## src/rtl/wash_pkg.sv

```systemverilog
// Shared encodings, phase durations and program table for the wash sequencer.
// Helpers: per-phase duration, program mask, first pending phase, mask total time.
package wash_pkg;

  typedef enum logic [2:0] {
    ST_OFF   = 3'd0,
    ST_BEGIN = 3'd1,
    ST_SET   = 3'd2,
    ST_RUN   = 3'd3,
    ST_ERR   = 3'd4,
    ST_PAUSE = 3'd5,
    ST_FIN   = 3'd6
  } state_t;

  localparam int NUM_PROG = 5;

  function automatic logic [3:0] ph_dur(input logic [2:0] p);
    case (p)
      3'd1:    ph_dur = 4'd9;
      3'd5:    ph_dur = 4'd6;
      default: ph_dur = 4'd3;
    endcase
  endfunction

  function automatic logic [7:0] prog_mask(input logic [2:0] p);
    case (p)
      3'd1:    prog_mask = 8'hC0;
      3'd2:    prog_mask = 8'h3F;
      3'd3:    prog_mask = 8'h03;
      3'd4:    prog_mask = 8'hC3;
      default: prog_mask = 8'hFF;
    endcase
  endfunction

  // Phase p lives in mask bit 7-p.
  function automatic logic [7:0] ph_bit(input logic [2:0] p);
    ph_bit = 8'h80 >> p;
  endfunction

  function automatic logic [2:0] first_ph(input logic [7:0] m);
    first_ph = 3'd0;
    for (int i = 7; i >= 0; i--)
      if (m[7-i]) first_ph = 3'(i);
  endfunction

  function automatic logic [6:0] mask_total(input logic [7:0] m);
    mask_total = '0;
    for (int i = 0; i < 8; i++)
      if (m[7-i]) mask_total = mask_total + 7'(ph_dur(3'(i)));
  endfunction

endpackage

```

## src/rtl/wash_controller_if.sv

```systemverilog
// Panel-side bundle: debounced button pulses and lid level in, display view out.
// master = panel/testbench side, slave = wash_controller.
interface wash_controller_if;
  logic       power_btn;
  logic       start_btn;
  logic       mode_btn;
  logic       door_open;
  logic [2:0] state;
  logic [9:0] data;
  logic [2:0] shinning;
  logic       second;
  logic [5:0] inLeft;
  logic [5:0] inMiddle;
  logic [5:0] inRight;

  modport master (
    output power_btn, start_btn, mode_btn, door_open,
    input  state, data, shinning, second,
    input  inLeft, inMiddle, inRight
  );

  modport slave (
    input  power_btn, start_btn, mode_btn, door_open,
    output state, data, shinning, second,
    output inLeft, inMiddle, inRight
  );
endinterface

```

## src/rtl/wash_controller_tick_gen.sv

```systemverilog
// One-second divider: tick pulses on wrap, second is high in the first half.
// Ports: cp, rst (sync, high), clr (restart count), tick, second.
module tick_gen #(
  parameter int TICKS_PER_SEC = 50_000_000
) (
  input  logic cp,
  input  logic rst,
  input  logic clr,
  output logic tick,
  output logic second
);

  localparam int W = $clog2(TICKS_PER_SEC);
  localparam logic [W-1:0] LAST = W'(TICKS_PER_SEC - 1);
  localparam logic [W-1:0] HALF = W'(TICKS_PER_SEC / 2);

  logic [W-1:0] div;

  assign tick   = (div == LAST);
  assign second = (div < HALF);

  always_ff @(posedge cp) begin
    if (rst)       div <= '0;
    else if (clr)  div <= '0;
    else if (tick) div <= '0;
    else           div <= div + 1'b1;
  end

endmodule

```

## src/rtl/wash_controller.sv

```systemverilog
// Washing-machine program sequencer: FSM, phase walker and countdown.
// Ports: cp, rst (sync, high), bus (slave). Option macro: DOOR_LOCK_EN.
module wash_controller
  import wash_pkg::*;
#(
  parameter int TICKS_PER_SEC = 50_000_000,
  parameter int BEGIN_S       = 2,
  parameter int FINISH_S      = 3
) (
  input  logic           cp,
  input  logic           rst,
  wash_controller_if.slave bus
);

  state_t     st, n_st;
  logic [2:0] prog, n_prog;
  logic [2:0] ph, n_ph;
  logic [7:0] mask, n_mask;
  logic [3:0] ph_cnt, n_ph_cnt;
  logic [6:0] rem, n_rem;
  logic [7:0] hold, n_hold;
  logic [7:0] rest;
  logic [2:0] ld_prog;
  logic       ld, wipe, clr;
  logic       tick, sec, door, on;

`ifdef DOOR_LOCK_EN
  assign door = bus.door_open;
`else
  assign door = 1'b0;
`endif

  tick_gen #(
    .TICKS_PER_SEC(TICKS_PER_SEC)
  ) u_tick (
    .cp    (cp),
    .rst   (rst),
    .clr   (clr),
    .tick  (tick),
    .second(sec)
  );

  always_ff @(posedge cp) begin
    if (rst) begin
      st     <= ST_OFF;
      prog   <= '0;
      ph     <= '0;
      mask   <= '0;
      ph_cnt <= '0;
      rem    <= '0;
      hold   <= '0;
    end else begin
      st     <= n_st;
      prog   <= n_prog;
      ph     <= n_ph;
      mask   <= n_mask;
      ph_cnt <= n_ph_cnt;
      rem    <= n_rem;
      hold   <= n_hold;
    end
  end

  always_comb begin
    n_st     = st;
    n_prog   = prog;
    n_ph     = ph;
    n_mask   = mask;
    n_ph_cnt = ph_cnt;
    n_rem    = rem;
    n_hold   = hold;
    rest     = mask & ~ph_bit(ph);
    ld_prog  = '0;
    ld       = 1'b0;
    wipe     = 1'b0;
    clr      = 1'b0;

    if (st == ST_OFF) begin
      if (bus.power_btn) begin
        n_st   = ST_BEGIN;
        n_hold = '0;
        clr    = 1'b1;
        ld     = 1'b1;
      end
    end else if (bus.power_btn) begin
      n_st = ST_OFF;
      wipe = 1'b1;
    end else begin
      unique case (st)
        ST_BEGIN: begin
          if (tick) begin
            if (hold == 8'(BEGIN_S - 1)) begin
              n_st = ST_SET;
              ld   = 1'b1;
            end else begin
              n_hold = hold + 8'd1;
            end
          end
        end
        ST_SET: begin
          // Run context is preloaded while browsing, so start only moves state.
          if (bus.start_btn) begin
            if (door) begin
              n_st = ST_ERR;
            end else begin
              n_st = ST_RUN;
              clr  = 1'b1;
            end
          end else if (bus.mode_btn) begin
            ld = 1'b1;
            if (prog == 3'(NUM_PROG - 1)) ld_prog = '0;
            else ld_prog = prog + 3'd1;
          end
        end
        ST_RUN: begin
          if (door) begin
            n_st = ST_ERR;
          end else if (bus.start_btn) begin
            n_st = ST_PAUSE;
          end else if (tick) begin
            n_rem = rem - 7'd1;
            if (ph_cnt == 4'd1) begin
              n_mask = rest;
              if (rest == '0) begin
                n_st   = ST_FIN;
                n_hold = '0;
                clr    = 1'b1;
              end else begin
                n_ph     = first_ph(rest);
                n_ph_cnt = ph_dur(first_ph(rest));
              end
            end else begin
              n_ph_cnt = ph_cnt - 4'd1;
            end
          end
        end
        ST_PAUSE: begin
          // An open lid keeps the cycle parked instead of bouncing to error.
          if (bus.start_btn && !door) begin
            n_st = ST_RUN;
            clr  = 1'b1;
          end
        end
        ST_ERR: begin
          if (!bus.door_open) n_st = ST_PAUSE;
        end
        ST_FIN: begin
          if (tick) begin
            if (hold == 8'(FINISH_S - 1)) begin
              n_st = ST_OFF;
              wipe = 1'b1;
            end else begin
              n_hold = hold + 8'd1;
            end
          end
        end
        default: n_st = ST_OFF;
      endcase
    end

    if (ld) begin
      n_prog   = ld_prog;
      n_mask   = prog_mask(ld_prog);
      n_ph     = first_ph(prog_mask(ld_prog));
      n_ph_cnt = ph_dur(first_ph(prog_mask(ld_prog)));
      n_rem    = mask_total(prog_mask(ld_prog));
    end

    if (wipe) begin
      n_prog   = '0;
      n_ph     = '0;
      n_mask   = '0;
      n_ph_cnt = '0;
      n_rem    = '0;
      n_hold   = '0;
    end
  end

  assign on           = (st != ST_OFF);
  assign bus.state    = st;
  assign bus.data     = on ? {st == ST_SET, 1'b1, mask} : '0;
  assign bus.shinning = on ? ph : '0;
  assign bus.second   = on & sec;
  assign bus.inLeft   = on ? 6'(prog) + 6'd1 : '0;
  assign bus.inMiddle = on ? 6'(rem / 7'd10) : '0;
  assign bus.inRight  = on ? 6'(rem % 7'd10) : '0;

endmodule
```

## src/flat_wrapper.sv

```systemverilog
// flat-port wrapper written by rule: the top's interface ports become plain ports
module wash_controller_flat import wash_pkg::*;
#(
  parameter int TICKS_PER_SEC = 50_000_000,
  parameter int BEGIN_S       = 2,
  parameter int FINISH_S      = 3
)
  (cp, rst, bus_power_btn, bus_start_btn, bus_mode_btn, bus_door_open, bus_state, bus_data, bus_shinning, bus_second, bus_inLeft, bus_inMiddle, bus_inRight);
  wash_controller_if bus_i ();
  input  logic cp;
  input  logic rst;
  input wire logic [$bits(bus_i.power_btn)-1:0] bus_power_btn;
  input wire logic [$bits(bus_i.start_btn)-1:0] bus_start_btn;
  input wire logic [$bits(bus_i.mode_btn)-1:0] bus_mode_btn;
  input wire logic [$bits(bus_i.door_open)-1:0] bus_door_open;
  output wire logic [$bits(bus_i.state)-1:0] bus_state;
  output wire logic [$bits(bus_i.data)-1:0] bus_data;
  output wire logic [$bits(bus_i.shinning)-1:0] bus_shinning;
  output wire logic [$bits(bus_i.second)-1:0] bus_second;
  output wire logic [$bits(bus_i.inLeft)-1:0] bus_inLeft;
  output wire logic [$bits(bus_i.inMiddle)-1:0] bus_inMiddle;
  output wire logic [$bits(bus_i.inRight)-1:0] bus_inRight;
  assign bus_i.power_btn = bus_power_btn;
  assign bus_i.start_btn = bus_start_btn;
  assign bus_i.mode_btn = bus_mode_btn;
  assign bus_i.door_open = bus_door_open;
  assign bus_state = bus_i.state;
  assign bus_data = bus_i.data;
  assign bus_shinning = bus_i.shinning;
  assign bus_second = bus_i.second;
  assign bus_inLeft = bus_i.inLeft;
  assign bus_inMiddle = bus_i.inMiddle;
  assign bus_inRight = bus_i.inRight;
  wash_controller #(.TICKS_PER_SEC(TICKS_PER_SEC), .BEGIN_S(BEGIN_S), .FINISH_S(FINISH_S)) u_core (.cp(cp), .rst(rst), .bus(bus_i));
endmodule
```

## config.mk

```make
export PLATFORM = sky130hd
export DESIGN_NAME = wash_controller_flat
export DESIGN_NICKNAME = d
export VERILOG_FILES = /design/src/rtl/wash_pkg.sv /design/src/rtl/wash_controller_if.sv /design/src/rtl/wash_controller_tick_gen.sv /design/src/rtl/wash_controller.sv /design/src/flat_wrapper.sv
export SDC_FILE = /design/constraint.sdc
export NUM_CORES = 1
export LEC_CHECK = 0
export ABC_CLOCK_PERIOD_IN_PS = 4300
export CAP_MARGIN = 20
export CORE_ASPECT_RATIO = 0.75
export CORE_UTILIZATION = 29
export DETAILED_ROUTE_END_ITERATION = 8
export GPL_ROUTABILITY_DRIVEN = 0
export PLACE_DENSITY = 0.47
export REMOVE_ABC_BUFFERS = 1
export SYNTH_ARGS = -nofsm -noshare
export SYNTH_HDL_FRONTEND = slang
export SYNTH_SLANG_ARGS = --single-unit
```

## constraint.sdc

```tcl
create_clock -name cp -period 4.3 [get_ports cp]
set_clock_uncertainty 0.15 [all_clocks]
set_input_delay 0.43 -clock cp [delete_from_list [all_inputs] [get_ports cp]]
set_output_delay 0.43 -clock cp [all_outputs]
set_load 0.05 [all_outputs]
```

==> results.json, run 1 <==
{
  "cts_sinks": 62,
  "hpwl_mm": 9.83,
  "maxSlewHeadroom": 0.291,
  "synth_top_flop_cell": "dfxtp_1",
  "cts_made_buffers": 9,
  "hp-start": "u_core.u_tick.div[0]$_SDFF_PP0_",
  "vias_per_cell": 5.54,
  "grt_pass1_vias": 4305,
  "worst_slew_pin_slew_ps": 1060,
  "yosysMostFrequentCell": "nor2_1",
  "final_util": 0.360,
  "dp.cells": 844,
  "antenna_left": 0,
  "cts_root_buf": "clkbuf_16",
  "synth_edf_count": 0,
  "via_count": 4765,
  "cap_violations": 0,
  "drtPass1Iterations": 5,
  "cp.arrival_ps": 3380,
  "syn-cell-area_mm2": 0.00471,
  "ys_types": 79,
  "antenna_found_initial": 0,
  "grt.total_usage": 0.168,
  "slew_violations": 0,
  "cts_tree": "done",
  "clockBufferDepth": 2,
  "wl_per_cell_um": 15.8,
  "crit_path_start_kind": "flop",
  "pwr_density_cell_mw_per_mm2": 305,
  "path_buf_inv": 3,
  "finalCritPeriodShare": 0.921,
  "cp.required_ps": 3720,
  "critPathKind": "flop to output pin",
  "num_rows": 39,
  "clk_pin_slew_ps": 60,
  "core_mm2": 0.0156,
  "cts_setup_buffers": 0,
  "p_leak_nw": 2.04,
  "grt-ovfl-total": 0,
  "end_kind": "output pin",
  "rsz0062_at_grt": "no",
  "final_area_mm2": 0.00560,
  "reg2reg_slack_ps": 720,
  "clock_latency_ps": 340,
  "io_buffers": 36,
  "max_stage_delay_ps": 800,
  "crit_slowest_cell": "clkdlybuf4s50_1",
  "dieArea_mm2": 0.0168,
  "synthCells": 622,
  "syn_avg_cell_area_um2": 7.58,
  "ir_drop_v": 0.000174,
  "hold_ws_ps": 335,
  "ys_seq_elements": 62,
  "dieWidth_um": 149,
  "fin_crit_ps": 3960,
  "crit_chain": "nor3b_1, a21oi_1, o221ai_1, inv_1, ha_1, inv_1, and3_1, nor2_1, nor2_1, clkdlybuf4s50_1",
  "stdcell_count": 860,
  "finalSetupViolCount": 0,
  "max_freq_mhz": 252,
  "synth_top_cell_by_area": "dfxtp_1",
  "r2r_start": "u_core.prog[0]$_SDFFE_PP0P_",
  "crit_path_max_fanout": 14,
  "wl_mm": 13.6,
  "hold_path_depth": 1,
  "die_h_um": 112,
  "synthTopCellsByCount": "nor2_1 (73), dfxtp_1 (62), nand2_1 (42), a21oi_1 (34)",
  "worstHoldEndpoint": "u_core.u_tick.div[0]$_SDFF_PP0_",
  "yosysSeqAreaShare": 0.263,
  "ys_warn_count": 0,
  "drt_iter0_drc": 506,
  "diodes": 0,
  "dpl-instance-area_mm2": 0.00531,
  "grt_max_degree": 27,
  "initial_utilization": 0.303,
  "htree_levels": 3,
  "drive_gt1_frac": 0.0977,
  "reg2reg_depth": 13,
  "ioPinCount": 41,
  "ys_top_cells_by_area": "dfxtp_1 (26%), nor2_1 (5.8%), ha_1 (4.8%)",
  "regToRegEndpoint": "u_core.rem[5]$_SDFFE_PP0P_",
  "area_growth_syn_to_layout_pct": 18.7,
  "async_reset_ff_frac": 0,
  "hold_class": "flop to flop",
  "synth.top_cell.area_share": 0.263,
  "finalNetCount": 674,
  "route.detailed.drc": 0,
  "fill_cells": 1553,
  "crit_family": "buffers and inverters",
  "hold_viol": 0,
  "status": "completed",
  "grt_pass1_wl_mm": 22.6
}
[worst reg2reg max path, delay by kind of cell, from the launching register on]
| kind | cells | cell delay, ps |
|---|---|---|
| simple gates | 5 | 1130 |
| compound gates | 3 | 690 |
| fa+ha+maj | 2 | 670 |
| flops | 1 | 480 |
| buf+inv | 3 | 320 |
[sequential cells by signal (all words and copies together), names as in the netlist]
name               cells
u_core.hold            8
u_core.bus.state       3
u_core.rem             7
u_core.prog            3
u_core.u_tick.div     26
u_core.mask            8
u_core.ph              3
u_core.ph_cnt          4
[routing by layer]
| metal | up-vias | GRT usage | routed length (um) |
|---|---|---|---|
| met2 | 136 | 0.231 | 5350 |
| met4 | 0 | 0.0449 | 138 |
| met3 | 15 | 0.0321 | 702 |
| li1 | 2338 | - | - |
| met5 | - | 0 | 0 |
| met1 | 2276 | 0.260 | 7400 |
[what timing repair did]
| action | in CTS | in global routing |
|---|---|---|
| endpoints found under the hold margin | 0 | 0 |
| endpoints found under the setup margin | 0 | 4 |
| resized for setup | 0 | 5 |
| hold buffers | 0 | 0 |
[cells in the final DEF (no fill, tap or decap), types with 10 or more instances in the layout]
cell             count
nor3_1              27
nor2_1              73
clkdlybuf4s50_1     32
nand3_1             22
nand4_1             10
and3_1              11
a21oi_1             34
dfxtp_1             61
inv_1               24
o21ai_0             31
and2_1              11
xor2_1              17
nor2b_1             10
nand2_1             42
nand2b_1            16
buf_4               18
ha_1                18
[cells by family (layout without fill, tap and decap cells)]
| group | Yosys count | count (layout) | synth area share |
|---|---|---|---|
| AOI/OAI and AO/OA | 151 | 151 | 0.223 |
| xor gates and xnor gates | 26 | 26 | 0.0483 |
| adders and majority gates | 18 | 18 | 0.0478 |
| buffers and inverters | 64 | 94 | 0.0565 |
| DFF | 62 | 62 | 0.263 |
| muxes | 10 | 10 | 0.0223 |
| other | 1 | 4 | 0.000795 |
| and+or+nand+nor | 290 | 290 | 0.338 |
[per-stage QoR]
stage	TNS [ps]	power [W]	worst slack, ps
6_report	0	0.00171	338
5_1_grt	0	0.00179	36.4
4_1_cts	0	0.00172	24.3
3_5_place_dp	0	0.00103	400
3_3_place_gp	0	0.00103	593
2_1_floorplan	-117	0.000901	-84.7
[area by class of cell]
cell class              count  area (um2)  share of cell area
clock buffers               9         225              0.0402
clock inverters             7        51.3             0.00917
inverters                  24        90.1              0.0161
multi-input cells         499        3230               0.576
flip-flops and latches     62        1240               0.222
well taps                 205         256              0.0458
repair buffers             54         505              0.0903
[how the worst max path moves through the flow]
stage | startpoint | to | slack (ps) | cells after the start
final | u_core.rem[6]$_SDFFE_PP0P_ | bus_inMiddle[0] | 340 | 10
after detailed placement | u_core.rem[5]$_SDFFE_PP0P_ | bus_inRight[4] | 400 | 10
after floorplan | u_core.bus.state[2]$_SDFFE_PP0P_ | u_core.rem[5]$_SDFFE_PP0P_ | -80 | 12
after CTS | u_core.rem[5]$_SDFFE_PP0P_ | bus_inRight[4] | 20 | 10
after global routing | u_core.rem[4]$_SDFFE_PP0P_ | bus_inMiddle[0] | 40 | 11
after global placement | u_core.rem[5]$_SDFFE_PP0P_ | bus_inRight[5] | 590 | 10
[power breakdown]
part	switching (W)	internal (W)	total (W)
registers	0.0000313	0.000594	0.000625
clock network	0.000290	0.000390	0.000681
logic	0.000263	0.000140	0.000403
total	0.000585	0.00112	0.00171
Power figures use the tool's default switching activity.
==> run 2, diff against run 1 <==
- CAP_MARGIN: 20 -> unset
==> results of run 2 <==
The final DEF is identical to that of run 1; final timing and power are the same.
==> run 3, diff against run 2 <==
- MAX_ROUTING_LAYER: unset -> met4
- PLACE_DENSITY: 0.47 -> 0.54
==> run 3 against run 2 <==
  * Largest power group unchanged
  * Critical path depth stayed put
  * Critical path type unchanged
  * Worst setup slack worse by 21 ps
  * Maximum frequency decreased by 0.52%
  * Die area stayed put
  * Critical endpoint unchanged
  * Utilization up 0.19 points
  * Combinational power down 2%
  * Via count is 1.5% lower
  * Register-to-register slack worse by 120 ps
  * Power grew 6.1%
==> results.json, run 3 (same netlist as run 1, synthesis figures left out) <==
{
  "finalSetupViolCount": 0,
  "wl_mm": 13.2,
  "end_kind": "output pin",
  "vias_per_cell": 5.46,
  "drt_iter0_drc": 403,
  "dieWidth_um": 149,
  "worstHoldEndpoint": "u_core.u_tick.div[0]$_SDFF_PP0_",
  "ir_drop_v": 0.000153,
  "clk_pin_slew_ps": 60,
  "regToRegEndpoint": "u_core.rem[5]$_SDFFE_PP0P_",
  "antenna_left": 0,
  "crit_family": "buffers and inverters",
  "ioPinCount": 41,
  "power.internal_w": 0.00124,
  "dpl_worst_slack_ps": 409,
  "max_stage_delay_ps": 800,
  "p_comb_frac": 0.218,
  "finalNetCount": 673,
  "grt_pass1_wl_mm": 22.3,
  "power_w": 0.00181,
  "worst-path-stages": 10,
  "fin_crit_ps": 3980,
  "regMostFlops": "u_core.u_tick.div",
  "holdBufCountCts": 0,
  "fin_tns_setup_ps": 0,
  "grt-ovfl-total": 0,
  "reg2reg_depth": 14,
  "pwr_density_cell_mw_per_mm2": 322,
  "clock_latency_ps": 340,
  "die_h_um": 112,
  "diodes": 0,
  "grt_pass1_vias": 4376,
  "cts_made_buffers": 9,
  "finalCritPeriodShare": 0.926,
  "io_buffers": 36,
  "hpwl_mm": 9.48,
  "cp.arrival_ps": 3400,
  "route.detailed.drc": 0,
  "path_buf_inv": 3,
  "cts_sinks": 62,
  "crit_path_start_kind": "flop",
  "hold_class": "flop to flop",
  "hold_path_depth": 1,
  "drtPass1Iterations": 5,
  "crit_path_max_fanout": 19,
  "fill_cells": 1575,
  "num_rows": 39,
  "crit_slowest_cell": "clkdlybuf4s50_1",
  "layout_common_cells": "nor2_1 (73), dfxtp_1 (62), nand2_1 (42)",
  "slew_violations": 0,
  "crit_chain": "nor2b_1, xnor2_1, o221ai_1, inv_1, ha_1, inv_1, and3_1, nor2_1, nor2_1, clkdlybuf4s50_1",
  "p_leak_nw": 2.05,
  "cts_tree": "done",
  "maxSlewHeadroom": 0.327,
  "grt.total_usage": 0.169,
  "critPathKind": "flop to output pin",
  "cts_root_buf": "clkbuf_16",
  "hold_viol": 0,
  "wl_per_cell_um": 15.4,
  "dieArea_mm2": 0.0168,
  "top_regs": "u_core.u_tick.div (26), u_core.hold (8), u_core.mask (8)",
  "final_common_cell": "nor2_1",
  "core_mm2": 0.0156,
  "worst_slew_pin_slew_ps": 1010,
  "cap_violations": 0,
  "area_growth_syn_to_layout_pct": 19.3,
  "power_switching_w": 0.000574,
  "reg2reg_slack_ps": 600,
  "cp.required_ps": 3720,
  "htree_levels": 3,
  "rsz0062_at_grt": "no",
  "initial_utilization": 0.303,
  "setup_ws_ps": 317,
  "antenna_found_initial": 0,
  "status": "completed",
  "grt_max_degree": 27,
  "cts_setup_buffers": 0,
  "largest_register_ffs": 26,
  "clockBufferDepth": 2,
  "r2r_start": "u_core.prog[0]$_SDFFE_PP0P_",
  "p_clk_frac": 0.434,
  "drive_gt1_frac": 0.0933,
  "max_freq_mhz": 251,
  "seqPwrFrac": 0.347,
  "swShare": 0.316,
  "hp-start": "u_core.u_tick.div[0]$_SDFF_PP0_",
  "via_count": 4694
}
==> run 3: cell count changes in the layout (fill, tap and decap cells not counted) <==
cell / before / now
dfxtp_2: 1 / 0
clkinv_4: 3 / 1
bufinv_16: 0 / 2
clkbuf_1: 0 / 1
dfxtp_1: 61 / 62
buf_4: 18 / 17
clkinvlp_4: 2 / 1
==> run 3: cell type report <==
type / count / area, um2 / share of cell area
clock inverter: 6 / 86.3 / 0.0153
tap: 205 / 256 / 0.0456
clock buffer: 10 / 229 / 0.0407
timing repair buffer: 53 / 498 / 0.0885
sequential: 62 / 1240 / 0.221
multi-input combinational: 499 / 3230 / 0.573
inverter: 24 / 90.1 / 0.0160
==> run 3: metrics by stage <==
step,hold slack [ps],instance area [um2],cells,util
2_1_floorplan,292,4550,585,-
3_3_place_gp,310,5300,843,0.341
3_5_place_dp,319,5300,843,0.341
4_1_cts,333,5620,859,0.361
5_1_grt,345,5630,859,0.361
6_report,327,5630,859,0.361
==> run 3: worst max path at each step <==
stage	to	slack [ps]	start
2_1_floorplan	u_core.rem[5]$_SDFFE_PP0P_	-80	u_core.bus.state[2]$_SDFFE_PP0P_
3_3_place_gp	bus_inRight[4]	600	u_core.rem[5]$_SDFFE_PP0P_
3_5_place_dp	bus_inRight[4]	410	u_core.rem[5]$_SDFFE_PP0P_
4_1_cts	bus_inRight[4]	50	u_core.rem[5]$_SDFFE_PP0P_
5_1_grt	bus_inMiddle[0]	110	u_core.rem[6]$_SDFFE_PP0P_
6_report	bus_inMiddle[0]	320	u_core.rem[5]$_SDFFE_PP0P_
==> run 3: power by group through the flow <==
stage | clock network (W) | registers, W | logic, W
2_1_floorplan | 0 | 0.000641 | 0.000260
3_3_place_gp | 0 | 0.000640 | 0.000386
3_5_place_dp | 0 | 0.000640 | 0.000390
4_1_cts | 0.000802 | 0.000628 | 0.000393
5_1_grt | 0.000825 | 0.000633 | 0.000433
6_report | 0.000787 | 0.000629 | 0.000396
==> run 3: routing by layer <==
metal,global-route usage,up-vias,share of wire
met5,-,-,0
met4,0.0510,0,0.015
met3,0.0374,17,0.064
met2,0.225,144,0.40
met1,0.249,2205,0.52
li1,-,2328,-
==> run 3: what timing repair did <==
action                                  in CTS  in global routing
resized for setup                            0                  4
endpoints found under the setup margin       0                  4
hold endpoints to repair                     0                  0
